--- src/rtl/writeback_unit.sv ---
// Writeback stage: registers ALU results or aligned/extended load data onto the register-file write port.
// Optional load-response timeout is compiled in with `define WB_LOAD_TIMEOUT_EN.
module writeback_unit #(
  parameter int XLEN           = 32,
  parameter int REG_ADDR_W     = 5,
  parameter int TIMEOUT_CYCLES = 15
) (
  input  logic                        clk,
  input  logic                        rst_n,
  input  logic                        in_valid,
  output logic                        in_ready,
  input  logic                        in_is_load,
  input  logic [2:0]                  in_funct3,
  input  logic [$clog2(XLEN/8)-1:0]   in_addr_lo,
  input  logic [XLEN-1:0]             in_alu_result,
  input  logic [REG_ADDR_W-1:0]       in_rd,
  input  logic                        in_rd_we,
  input  logic                        mem_r_valid,
  input  logic [XLEN-1:0]             mem_r_data,
  output logic                        rf_we,
  output logic [REG_ADDR_W-1:0]       rf_waddr,
  output logic [XLEN-1:0]             rf_wdata,
  output logic                        busy,
  output logic                        load_err
);

  localparam int AW = $clog2(XLEN/8);

  if (!((XLEN == 32) || (XLEN == 64)) || (TIMEOUT_CYCLES < 1)) begin : g_bad_params
    $error("writeback_unit: XLEN must be 32 or 64 and TIMEOUT_CYCLES >= 1");
  end

  typedef enum logic [0:0] {
    IDLE     = 1'b0,
    WAIT_MEM = 1'b1
  } state_t;

  state_t                state_r;
  logic [REG_ADDR_W-1:0] rd_r;
  logic                  wq_r;
  logic [2:0]            funct3_r;
  logic [AW-1:0]         addr_lo_r;
  logic                  rf_we_r;
  logic [REG_ADDR_W-1:0] rf_waddr_r;
  logic [XLEN-1:0]       rf_wdata_r;
  logic                  wq_s;
  logic                  accept_s;
  logic [XLEN-1:0]       load_data_s;

  // Select the addressed byte/half/word from the raw response and extend it.
  // Halves ignore addr_lo[0]; the 64-bit word select is the top address bit.
  function automatic logic [XLEN-1:0] extract(
    input logic [XLEN-1:0] data,
    input logic [2:0]      f3,
    input logic [AW-1:0]   lo
  );
    logic [XLEN-1:0] res;
    res = data;
    case (f3)
      3'b000:  res = XLEN'($signed(8'(data >> {lo, 3'b000})));
      3'b001:  res = XLEN'($signed(16'(data >> {lo[AW-1:1], 4'b0000})));
      3'b100:  res = XLEN'(8'(data >> {lo, 3'b000}));
      3'b101:  res = XLEN'(16'(data >> {lo[AW-1:1], 4'b0000}));
      3'b010:  res = (XLEN == 64) ? XLEN'($signed(32'(data >> {lo[AW-1], 5'b00000}))) : data;
      3'b110:  res = (XLEN == 64) ? XLEN'(32'(data >> {lo[AW-1], 5'b00000})) : data;
      default: res = data;
    endcase
    return res;
  endfunction

  assign wq_s        = in_rd_we && (in_rd != {REG_ADDR_W{1'b0}});
  assign accept_s    = in_valid && in_ready;
  assign load_data_s = extract(mem_r_data, funct3_r, addr_lo_r);

  assign in_ready = (state_r == IDLE);
  assign busy     = (state_r == WAIT_MEM);
  assign rf_we    = rf_we_r;
  assign rf_waddr = rf_waddr_r;
  assign rf_wdata = rf_wdata_r;

`ifdef WB_LOAD_TIMEOUT_EN
  localparam int CNT_W = $clog2(TIMEOUT_CYCLES + 1);

  logic [CNT_W-1:0] cnt_r;
  logic             load_err_r;

  assign load_err = load_err_r;

  // Handshake FSM, write port and load timeout counter.
  always_ff @(posedge clk or negedge rst_n) begin
    if (!rst_n) begin
      state_r    <= IDLE;
      rd_r       <= {REG_ADDR_W{1'b0}};
      wq_r       <= 1'b0;
      funct3_r   <= 3'b000;
      addr_lo_r  <= {AW{1'b0}};
      rf_we_r    <= 1'b0;
      rf_waddr_r <= {REG_ADDR_W{1'b0}};
      rf_wdata_r <= {XLEN{1'b0}};
      cnt_r      <= {CNT_W{1'b0}};
      load_err_r <= 1'b0;
    end else begin
      rf_we_r    <= 1'b0;
      load_err_r <= 1'b0;
      case (state_r)
        IDLE: begin
          if (accept_s && in_is_load) begin
            state_r   <= WAIT_MEM;
            rd_r      <= in_rd;
            wq_r      <= wq_s;
            funct3_r  <= in_funct3;
            addr_lo_r <= in_addr_lo;
            cnt_r     <= {CNT_W{1'b0}};
          end else if (accept_s) begin
            rf_we_r    <= wq_s;
            rf_waddr_r <= in_rd;
            rf_wdata_r <= in_alu_result;
          end else begin
            state_r <= IDLE;
          end
        end
        WAIT_MEM: begin
          // A response on the final waiting edge still takes priority over the timeout.
          if (mem_r_valid) begin
            state_r    <= IDLE;
            rf_we_r    <= wq_r;
            rf_waddr_r <= rd_r;
            rf_wdata_r <= load_data_s;
          end else if (cnt_r == CNT_W'(TIMEOUT_CYCLES - 1)) begin
            state_r    <= IDLE;
            load_err_r <= 1'b1;
            cnt_r      <= {CNT_W{1'b0}};
          end else begin
            cnt_r <= cnt_r + {{(CNT_W-1){1'b0}}, 1'b1};
          end
        end
        default: state_r <= IDLE;
      endcase
    end
  end
`else
  assign load_err = 1'b0;

  // Handshake FSM and write port; loads wait for their response indefinitely.
  always_ff @(posedge clk or negedge rst_n) begin
    if (!rst_n) begin
      state_r    <= IDLE;
      rd_r       <= {REG_ADDR_W{1'b0}};
      wq_r       <= 1'b0;
      funct3_r   <= 3'b000;
      addr_lo_r  <= {AW{1'b0}};
      rf_we_r    <= 1'b0;
      rf_waddr_r <= {REG_ADDR_W{1'b0}};
      rf_wdata_r <= {XLEN{1'b0}};
    end else begin
      rf_we_r <= 1'b0;
      case (state_r)
        IDLE: begin
          if (accept_s && in_is_load) begin
            state_r   <= WAIT_MEM;
            rd_r      <= in_rd;
            wq_r      <= wq_s;
            funct3_r  <= in_funct3;
            addr_lo_r <= in_addr_lo;
          end else if (accept_s) begin
            rf_we_r    <= wq_s;
            rf_waddr_r <= in_rd;
            rf_wdata_r <= in_alu_result;
          end else begin
            state_r <= IDLE;
          end
        end
        WAIT_MEM: begin
          if (mem_r_valid) begin
            state_r    <= IDLE;
            rf_we_r    <= wq_r;
            rf_waddr_r <= rd_r;
            rf_wdata_r <= load_data_s;
          end else begin
            state_r <= WAIT_MEM;
          end
        end
        default: state_r <= IDLE;
      endcase
    end
  end
`endif

endmodule

--- config.mk ---
export PLATFORM = sky130hd
export DESIGN_NAME = writeback_unit
export DESIGN_NICKNAME = d
export VERILOG_FILES = /design/src/rtl/writeback_unit.sv
export SDC_FILE = /design/constraint.sdc
export NUM_CORES = 1
export LEC_CHECK = 0
export CAP_MARGIN = 0
export CORE_MARGIN = 2
export CORE_UTILIZATION = 55
export CTS_BUF_LIST = sky130_fd_sc_hd__clkbuf_2
export CTS_CLUSTER_DIAMETER = 60
export DETAILED_ROUTE_END_ITERATION = 16
export DONT_BUFFER_PORTS = 1
export PLACE_DENSITY = 0.7
export SLEW_MARGIN = 10
export SYNTH_ARGS = -nofsm -noshare
export SYNTH_HDL_FRONTEND = slang
export SYNTH_SLANG_ARGS = --single-unit
--- constraint.sdc ---
create_clock -name clk -period 2.6 [get_ports clk]
set_clock_uncertainty 0.15 [all_clocks]
set_input_delay 0.52 -clock clk [delete_from_list [all_inputs] [get_ports clk]]
set_output_delay 0.52 -clock clk [all_outputs]
set_load 0.02 [all_outputs]
==> flow_summary.json, run 1 <==
{
  "status": "completed",
  "die_h_um": 75.7,
  "globalRouteOverflowTotal": 0,
  "core_um2": 5040,
  "syn_nets": 384,
  "finalHoldViolCount": 0,
  "clkTransAtPathRegs_ns": 0.26,
  "fin_cells": 371,
  "switchingPower_uw": 988,
  "syn_area_per_cell_um2": 9.31,
  "power.total_mw": 2.52,
  "synth_compound_area_share_pct": 21.9,
  "ir_drop_mv": 0.430,
  "antenna_found_initial": 0,
  "firstDrtPassIters": 4,
  "pin_count": 121,
  "drtAntennaViolNets": 0,
  "hpwl_um": 5700,
  "synth-xor-area-share_pct": 0,
  "start_util_pct": 56.1,
  "pwr-share-seq_pct": 54.6,
  "wl_per_cell_um": 21.0,
  "io_buffers": 0,
  "syn_to_final_growth_pct": 6.37,
  "ys_seq_elements": 50,
  "drv_cap": 0,
  "cts_num_sinks": 50,
  "synth-simple-area-share_pct": 19.6,
  "nNetsFinal": 380,
  "cts_max_path_buffers": 2,
  "h-tree-depth": 2,
  "diodes": 0,
  "worstPathArrival_ns": 1.54,
  "leakage_nw": 1.25,
  "critPathRequiredTime_ns": 1.93,
  "drc_errors": 0,
  "max-slew-margin-rel_pct": 59.5,
  "cts_resized": 0,
  "gr-usage-all-layers_pct": 27.1,
  "die_x_um": 75.7,
  "p_per_area_nw_per_um2": 835,
  "maxSlewViolCount": 0,
  "switching_share_pct": 39.3,
  "yosysWarnings": 0,
  "cts_tree": "yes",
  "grt_max_degree": 51,
  "via_per_inst": 6.37,
  "gp_congestion": 0.898,
  "ys_types": 40,
  "vias": 2364,
  "path_max_fanout": 36,
  "hold_path.class": "input port to register",
  "startpoint_type": "register",
  "wl_um": 7780,
  "power_frac_comb_pct": 25.5,
  "row_count": 26,
  "synth_top_family_by_area": "compound AO/OA/AOI/OAI gates",
  "end_kind": "output port",
  "ys_seq_area_share_pct": 44.2,
  "drive_gt1_share_pct": 13.0,
  "cts_made_buffers": 5,
  "synthMuxAreaShare_pct": 8.13,
  "post-route-util_pct": 59.7,
  "drtIter0Drc": 166,
  "grt_pass1_wl_um": 11600,
  "setup_viol": 0,
  "crit_type": "register to output port",
  "setup-tns-final_ns": 0,
  "rsz0062_at_grt": "no",
  "clkPwrFrac_pct": 19.9,
  "syn_area_um2": 2830,
  "tightest_slew_ns": 0.603,
  "grt_pass1_vias": 2317,
  "dp_cells": 356,
  "internal-power_mw": 1.53,
  "fin_crit_ns": 2.21,
  "syn_inst": 304,
  "clk_latency_ns": 0.42,
  "dieArea_um2": 5740,
  "min_period_over_period_pct": 84.9,
  "root_buffer": "clkbuf_2",
  "synth_adder_area_share_pct": 0,
  "fmax_ghz": 0.453
}
final cells by class:
cell class,count,area (µm²)
clock buffers,5,25.0
clock inverters,3,63.8
fillers,477,2030
inverters,5,18.8
multi-input cells,222,1410
flip-flops and latches,50,1250
well taps,70,87.6
repair buffers,16,155
synthesized netlist by cell type, drive strengths merged:
cell,count,area (µm²)
a211oi,22,175
a21bo,1,10.0
a21o,1,7.51
a21oi,8,40.0
a221o,7,70.1
a22o,5,43.8
a22oi,7,52.6
a311o,2,20.0
a311oi,5,43.8
and2,1,8.76
and3,7,43.8
and3b,1,8.76
buf,11,91.3
clkbuf,16,60.1
conb,1,3.75
dfrtp,50,1250
inv,5,18.8
mux2,14,158
mux2i,5,50.1
mux4,1,22.5
nand2,37,141
nand2b,3,18.8
nand3,2,10.0
nor2,32,128
nor2b,5,31.3
nor3,28,140
nor3b,1,7.51
o2111a,1,11.3
o2111ai,2,17.5
o21ai,14,70.1
o21bai,5,37.5
o221a,1,11.3
o311a,1,10.0
or3b,1,8.76
or4,1,7.51
cells in the final DEF, fill, tap and decap left out, drive strengths merged, types with 7 or more instances in the layout:
cell     n
and3     7
a22oi    7
dfrtp   50
o21ai   14
buf     10
a221o    7
nor3    28
nor2    32
mux2    14
a211oi  22
nand2   37
a21oi    8
routing by layer:
metal  track usage (%)  share of wire (%)  routed length, µm  up-vias
li1                  -                  -                  -     1098
met1              34.1                 41               3170     1155
met2              43.8                 49               3810       99
met3              8.99                8.7                675       12
met4              9.75                1.7                130        0
met5                 0                  0                  0        -
sequential cells by signal (all words and copies together) (netlist names):
| register | count |
|---|---|
| rf_we | 1 |
| rf_waddr | 5 |
| wq_r | 1 |
| rf_wdata | 32 |
| busy | 1 |
| funct3_r | 3 |
| rd_r | 5 |
| addr_lo_r | 2 |
through the flow:
stage | setup WS (ns) | area, µm² | hold WS (ns)
2_1_floorplan | 0.631 | 2830 | 0.0744
3_3_place_gp | 0.466 | 2830 | 0.0756
3_5_place_dp | 0.420 | 2830 | 0.0755
4_1_cts | 0.363 | 2970 | 0.0282
5_1_grt | 0.240 | 3010 | -0.000486
6_report | 0.393 | 3010 | 0.0439
repair_timing:
action                    in CTS  in global routing
hold buffers                   3                  4
setup buffers                  0                  0
hold endpoints to repair      51                  4
cells by family (layout without fill, tap and decap cells):
logic type | after synthesis | count (layout)
compound gates | 82 | 82
buf+inv | 32 | 29
flops | 50 | 50
mux | 20 | 20
other cells | 1 | 1
simple gates | 119 | 119
power by group through the flow:
stage / clock network (mW) / logic [mW] / registers (mW)
4_1_cts: 0.511 / 0.637 / 1.37
3_3_place_gp: 0 / 0.596 / 1.38
3_5_place_dp: 0 / 0.613 / 1.39
6_report: 0.500 / 0.642 / 1.37
2_1_floorplan: 0 / 0.545 / 1.32
5_1_grt: 0.544 / 0.717 / 1.41
worst max-delay path, cell delays in order (launching register included):
cell and delay (ns):
dfrtp_1 0.39, buf_4 0.42, inv_1 0.11, buf_4 0.22
worst paths after layout:
path                                      from            to  slack, ns  cells after the start
worst max-delay path                      busy      in_ready       0.39                      3
worst min-delay path            mem_r_data[24]  rf_wdata[24]       0.04                      2
worst max register to register    addr_lo_r[1]  rf_wdata[22]       0.41                      4
worst min register to register            wq_r          wq_r       0.37                      2
max in group asynchronous                rst_n   rf_wdata[9]       1.62                      2
min in group asynchronous                rst_n  rf_wdata[16]       0.41                      2
(Power assumes the default switching activity.)
==> run 2, diff against run 1 <==
--- a/config.mk
+++ b/config.mk
@@ -12,7 +12,7 @@
 export CTS_CLUSTER_DIAMETER = 60
 export DETAILED_ROUTE_END_ITERATION = 16
 export DONT_BUFFER_PORTS = 1
-export PLACE_DENSITY = 0.7
+export PLACE_DENSITY = 0.73
 export SLEW_MARGIN = 10
 export SYNTH_ARGS = -nofsm -noshare
 export SYNTH_HDL_FRONTEND = slang
==> constraint.sdc (replaced) <==
create_clock -name clk -period 2 [get_ports clk]
set_clock_uncertainty 0.15 [all_clocks]
set_input_delay 0.4 -clock clk [delete_from_list [all_inputs] [get_ports clk]]
set_output_delay 0.4 -clock clk [all_outputs]
set_load 0.02 [all_outputs]
==> flow_summary.json, run 2 (same netlist as run 1, synthesis figures left out) <==
{
  "clk_latency_ns": 0.44,
  "drc_errors": 0,
  "worstHoldPathCells": 2,
  "drtAntennaViolNets": 0,
  "p_per_area_nw_per_um2": 966,
  "path_cells": "buf_6 -> inv_1 -> buf_6",
  "grt_pass1_vias": 2474,
  "firstDrtPassIters": 4,
  "wl_um": 8180,
  "hold_ws_ns": 0.00350,
  "cts_num_sinks": 50,
  "core_um2": 5040,
  "cts_tree": "yes",
  "fin_crit_ns": 1.90,
  "drive_gt1_share_pct": 15.1,
  "largest_reg_flops": 32,
  "hold_path.class": "input port to register",
  "status": "completed",
  "critPathSlowestCell": "dfrtp_1",
  "multi_input_area_um2": 1410,
  "rsz0062_at_grt": "no",
  "leakage_nw": 1.44,
  "gp_congestion": 0.846,
  "drtIter0Drc": 154,
  "fillCellCount": 402,
  "start_util_pct": 56.1,
  "globalRouteOverflowTotal": 0,
  "nNetsFinal": 424,
  "fmax_ghz": 0.526,
  "startpoint_type": "register",
  "crit_type": "register to output port",
  "setup-tns-final_ns": 0,
  "row_count": 26,
  "pre_cts_ws_ns": 0.122,
  "detailed_place.area_um2": 2930,
  "io_buffers": 0,
  "hpwl_um": 5760,
  "root_buffer": "clkbuf_2",
  "critPathRequiredTime_ns": 1.45,
  "setup_ws_ns": 0.0987,
  "die_x_um": 75.7,
  "worstPathArrival_ns": 1.35,
  "setup_viol": 0,
  "power.total_mw": 3.31,
  "drv_cap": 0,
  "dieArea_um2": 5740,
  "die_h_um": 75.7,
  "clkTransAtPathRegs_ns": 0.28,
  "maxSlewViolCount": 0,
  "tightest_slew_ns": 0.604,
  "grt_max_degree": 51,
  "layout.cells.most_common_list": "dfrtp_1, dlygate4sd3_1, nand2_1",
  "cts_max_path_buffers": 2,
  "register_area_um2": 1250,
  "vias": 2534,
  "end_kind": "output port",
  "mostFrequentLayoutCell": "dfrtp_1",
  "pin_count": 121,
  "diodes": 0,
  "path_max_fanout": 14,
  "gr-usage-all-layers_pct": 28.1,
  "wl_per_cell_um": 19.7,
  "grt_pass1_wl_um": 12000,
  "ir_drop_mv": 0.540,
  "h-tree-depth": 2,
  "min_period_over_period_pct": 95.1,
  "cts_made_buffers": 5,
  "max-slew-margin-rel_pct": 59.6,
  "cp_common_cell": "buf_6",
  "finalHoldViolCount": 0,
  "cp_slowest_stage_delay_ns": 0.47,
  "fin_area_um2": 3420,
  "rr_worst_depth": 6,
  "antenna_found_initial": 0,
  "via_per_inst": 6.11,
  "syn_to_final_growth_pct": 21.0
}
-- run 2: cell count changes in the layout (fill, tap and decap cells not counted) --
cell | before | now
clkinv_2 | 0 | 1
dfrtp_2 | 0 | 1
clkinv_1 | 1 | 0
inv_6 | 0 | 1
dlygate4sd3_1 | 6 | 39
buf_4 | 9 | 17
dfrtp_1 | 50 | 49
buf_12 | 0 | 1
bufinv_16 | 2 | 1
buf_6 | 0 | 2
-- run 2: area by class of cell --
cell class                      instances  area share (%)
Clock buffer                            5           0.731
Tap cell                               70            2.56
Multi-Input combinational cell        222            41.1
Timing Repair Buffer                   60            17.2
Sequential cell                        50            36.6
Inverter                                5           0.548
Clock inverter                          3            1.28
-- run 2: metrics by stage --
step           instances  utilization [%]
2_1_floorplan        304                -
3_3_place_gp         367             58.1
3_5_place_dp         367             58.1
4_1_cts              411             66.9
5_1_grt              415             67.9
6_report             415             67.9
-- run 2: worst paths after layout --
path / endpoint / startpoint / slack, ns
max: in_ready / busy / 0.1
min: rf_wdata[5] / mem_r_data[13] / 0.004
max reg2reg: rf_wdata[3] / addr_lo_r[1] / 0.13
min reg2reg: rd_r[4] / rd_r[4] / 0.39
max in group asynchronous: addr_lo_r[0] / rst_n / 1.20
min in group asynchronous: rf_wdata[22] / rst_n / 0.25
-- run 2: what timing repair did --
action	4_1_cts	5_1_grt
hold buffers	36	4
endpoints found under the hold margin	85	4
buffers inserted	0	0
resized for setup	0	3
setup endpoints to repair	0	6
-- run 2: where the power goes --
| group | total, mW | leakage (nW) | switching (mW) | internal (mW) |
|---|---|---|---|---|
| registers | 1.78 | 0.578 | 0.501 | 1.27 |
| clock network | 0.566 | 0.0433 | 0.352 | 0.214 |
| logic | 0.966 | 0.814 | 0.494 | 0.472 |
-- run 2: routing by layer --
metal / GRT usage (%) / wire length (µm)
met2: 48.7 / 4140
met3: 9.39 / 829
met5: 0 / 0
met4: 10.5 / 140
met1: 32.2 / 3060
-- run 2: worst max-delay path, delay by kind of cell (launching register included) --
kind / cells / cell delay, ns
buf+inv: 3 / 0.43
flops: 1 / 0.47
==> run 3, diff against run 2 <==
--- a/config.mk
+++ b/config.mk
@@ -6,7 +6,6 @@
 export NUM_CORES = 1
 export LEC_CHECK = 0
 export CAP_MARGIN = 0
-export CORE_MARGIN = 2
 export CORE_UTILIZATION = 55
 export CTS_BUF_LIST = sky130_fd_sc_hd__clkbuf_2
 export CTS_CLUSTER_DIAMETER = 60
==> flow_summary.json, run 3 (same netlist as run 1, synthesis figures left out) <==
{
  "drc_errors": 0,
  "dieArea_um2": 5440,
  "layout.cells.most_common_list": "dfrtp_1, nand2_1, dlygate4sd3_1",
  "cts_made_buffers": 5,
  "hold_path.class": "input port to register",
  "cts_tree": "yes",
  "setup-tns-final_ns": 0,
  "fin_crit_ns": 1.89,
  "syn_to_final_growth_pct": 17.8,
  "pin_count": 121,
  "diodes": 0,
  "grt_max_degree": 51,
  "tightest_slew_ns": 0.573,
  "use_met2_pct": 50.6,
  "post-route-util_pct": 68.8,
  "crit_type": "register to register",
  "cts_num_sinks": 50,
  "mostFrequentLayoutCell": "dfrtp_1",
  "firstDrtPassIters": 4,
  "hpwl_um": 5570,
  "fmax_ghz": 0.528,
  "fillCellCount": 388,
  "setup_viol": 0,
  "drtAntennaViolNets": 0,
  "p_per_area_nw_per_um2": 975,
  "min_period_over_period_pct": 94.7,
  "root_buffer": "clkbuf_2",
  "vias": 2508,
  "drv_cap": 0,
  "finalHoldViolCount": 0,
  "io_buffers": 0,
  "ir_drop_mv": 0.500,
  "maxSlewViolCount": 0,
  "setup_ws_ns": 0.106,
  "grt_pass1_wl_um": 12200,
  "path_max_fanout": 23,
  "grtUsageMet3_pct": 8.92,
  "drive_gt1_share_pct": 14.3,
  "max-slew-margin-rel_pct": 61.7,
  "rsz0062_at_grt": "no",
  "die_h_um": 73.7,
  "leakage_nw": 1.39,
  "core_um2": 4850,
  "gp_congestion": 0.905,
  "critPathRequiredTime_ns": 2.25,
  "nNetsFinal": 415,
  "gr-usage-all-layers_pct": 29.9,
  "die_x_um": 73.7,
  "use_met1_pct": 36.3,
  "grt_pass1_vias": 2453,
  "row_count": 25,
  "grt.busiest_layer": "met2",
  "startpoint_type": "register",
  "clkTransAtPathRegs_ns": 0.26,
  "status": "completed",
  "antenna_found_initial": 0,
  "globalRouteOverflowTotal": 0,
  "cts_max_path_buffers": 2,
  "h-tree-depth": 2,
  "ff2ff_setup_slack_ns": 0.11,
  "wl_um": 7940,
  "via_per_inst": 6.22,
  "wl_per_cell_um": 19.7,
  "worstPathArrival_ns": 2.15,
  "clk_latency_ns": 0.44,
  "pre_cts_ws_ns": 0.134,
  "start_util_pct": 58.4,
  "drtIter0Drc": 164,
  "largest_reg_flops": 32,
  "end_kind": "register"
}
run 3: cell types whose count changed in the layout (fill, tap and decap cells not counted):
| cell | before | now |
|---|---|---|
| buf_4 | 17 | 15 |
| clkinvlp_4 | 0 | 2 |
| buf_6 | 2 | 0 |
| dlygate4sd3_1 | 39 | 34 |
| inv_6 | 1 | 0 |
| clkinv_2 | 1 | 0 |
run 3: layer usage:
| metal | part of all wire, % | wire length (µm) |
|---|---|---|
| met1 | 39 | 3120 |
| met2 | 49 | 3860 |
| met3 | 10 | 814 |
| met4 | 1.8 | 142 |
| met5 | 0 | 0 |
run 3: path summary, 6_finish.rpt:
kind,from,endpoint,cells after the start
hold / removal,in_alu_result[25],rf_wdata[25],2
setup reg to reg,addr_lo_r[1],rf_wdata[4],6
hold reg to reg,wq_r,wq_r,2
setup / recovery,addr_lo_r[1],rf_wdata[4],6
min in group asynchronous,rst_n,rf_wdata[7],2
max in group asynchronous,rst_n,addr_lo_r[0],2
run 3: what timing repair did:
action | CTS | global route
buffers inserted | 0 | 0
setup endpoints to repair | 0 | 5
resized for setup | 0 | 1
hold endpoints to repair | 88 | 1
hold buffers | 34 | 1
run 3: metrics by stage:
step / instance area, µm² / power (mW) / hold slack [ns] / cells
final: 3330 / 3.25 / 0.0312 / 403
after global routing: 3330 / 3.44 / 0.0116 / 403
after CTS: 3320 / 3.26 / 0.00875 / 402
after detailed placement: 2900 / 2.64 / -0.0446 / 360
after global placement: 2900 / 2.61 / -0.0446 / 360
after floorplan: 2830 / 2.42 / -0.0456 / 304
run 3: power by group:
part           internal (mW)  switching [mW]  leakage (nW)  total [mW]
combinational          0.447           0.491         0.772       0.939
clock                  0.209           0.336        0.0352       0.545
sequential              1.27           0.492         0.578        1.77
run 3: area by class of cell:
cell class / count / area (µm²) / share of cell area (%)
multi-input combinational: 222 / 1410 / 42.3
sequential: 50 / 1250 / 37.6
timing repair buffer: 51 / 500 / 15.0
tap: 67 / 83.8 / 2.51
clock inverter: 3 / 45.0 / 1.35
clock buffer: 5 / 25.0 / 0.750
inverter: 5 / 18.8 / 0.563
run 3: critical path, stage by stage, from the launching register on:
cell and delay, ns:
dfrtp_1 0.44, buf_4 0.19, nor2b_1 0.20, buf_4 0.28
nor3_1 0.08, a311oi_1 0.33, a221o_1 0.19
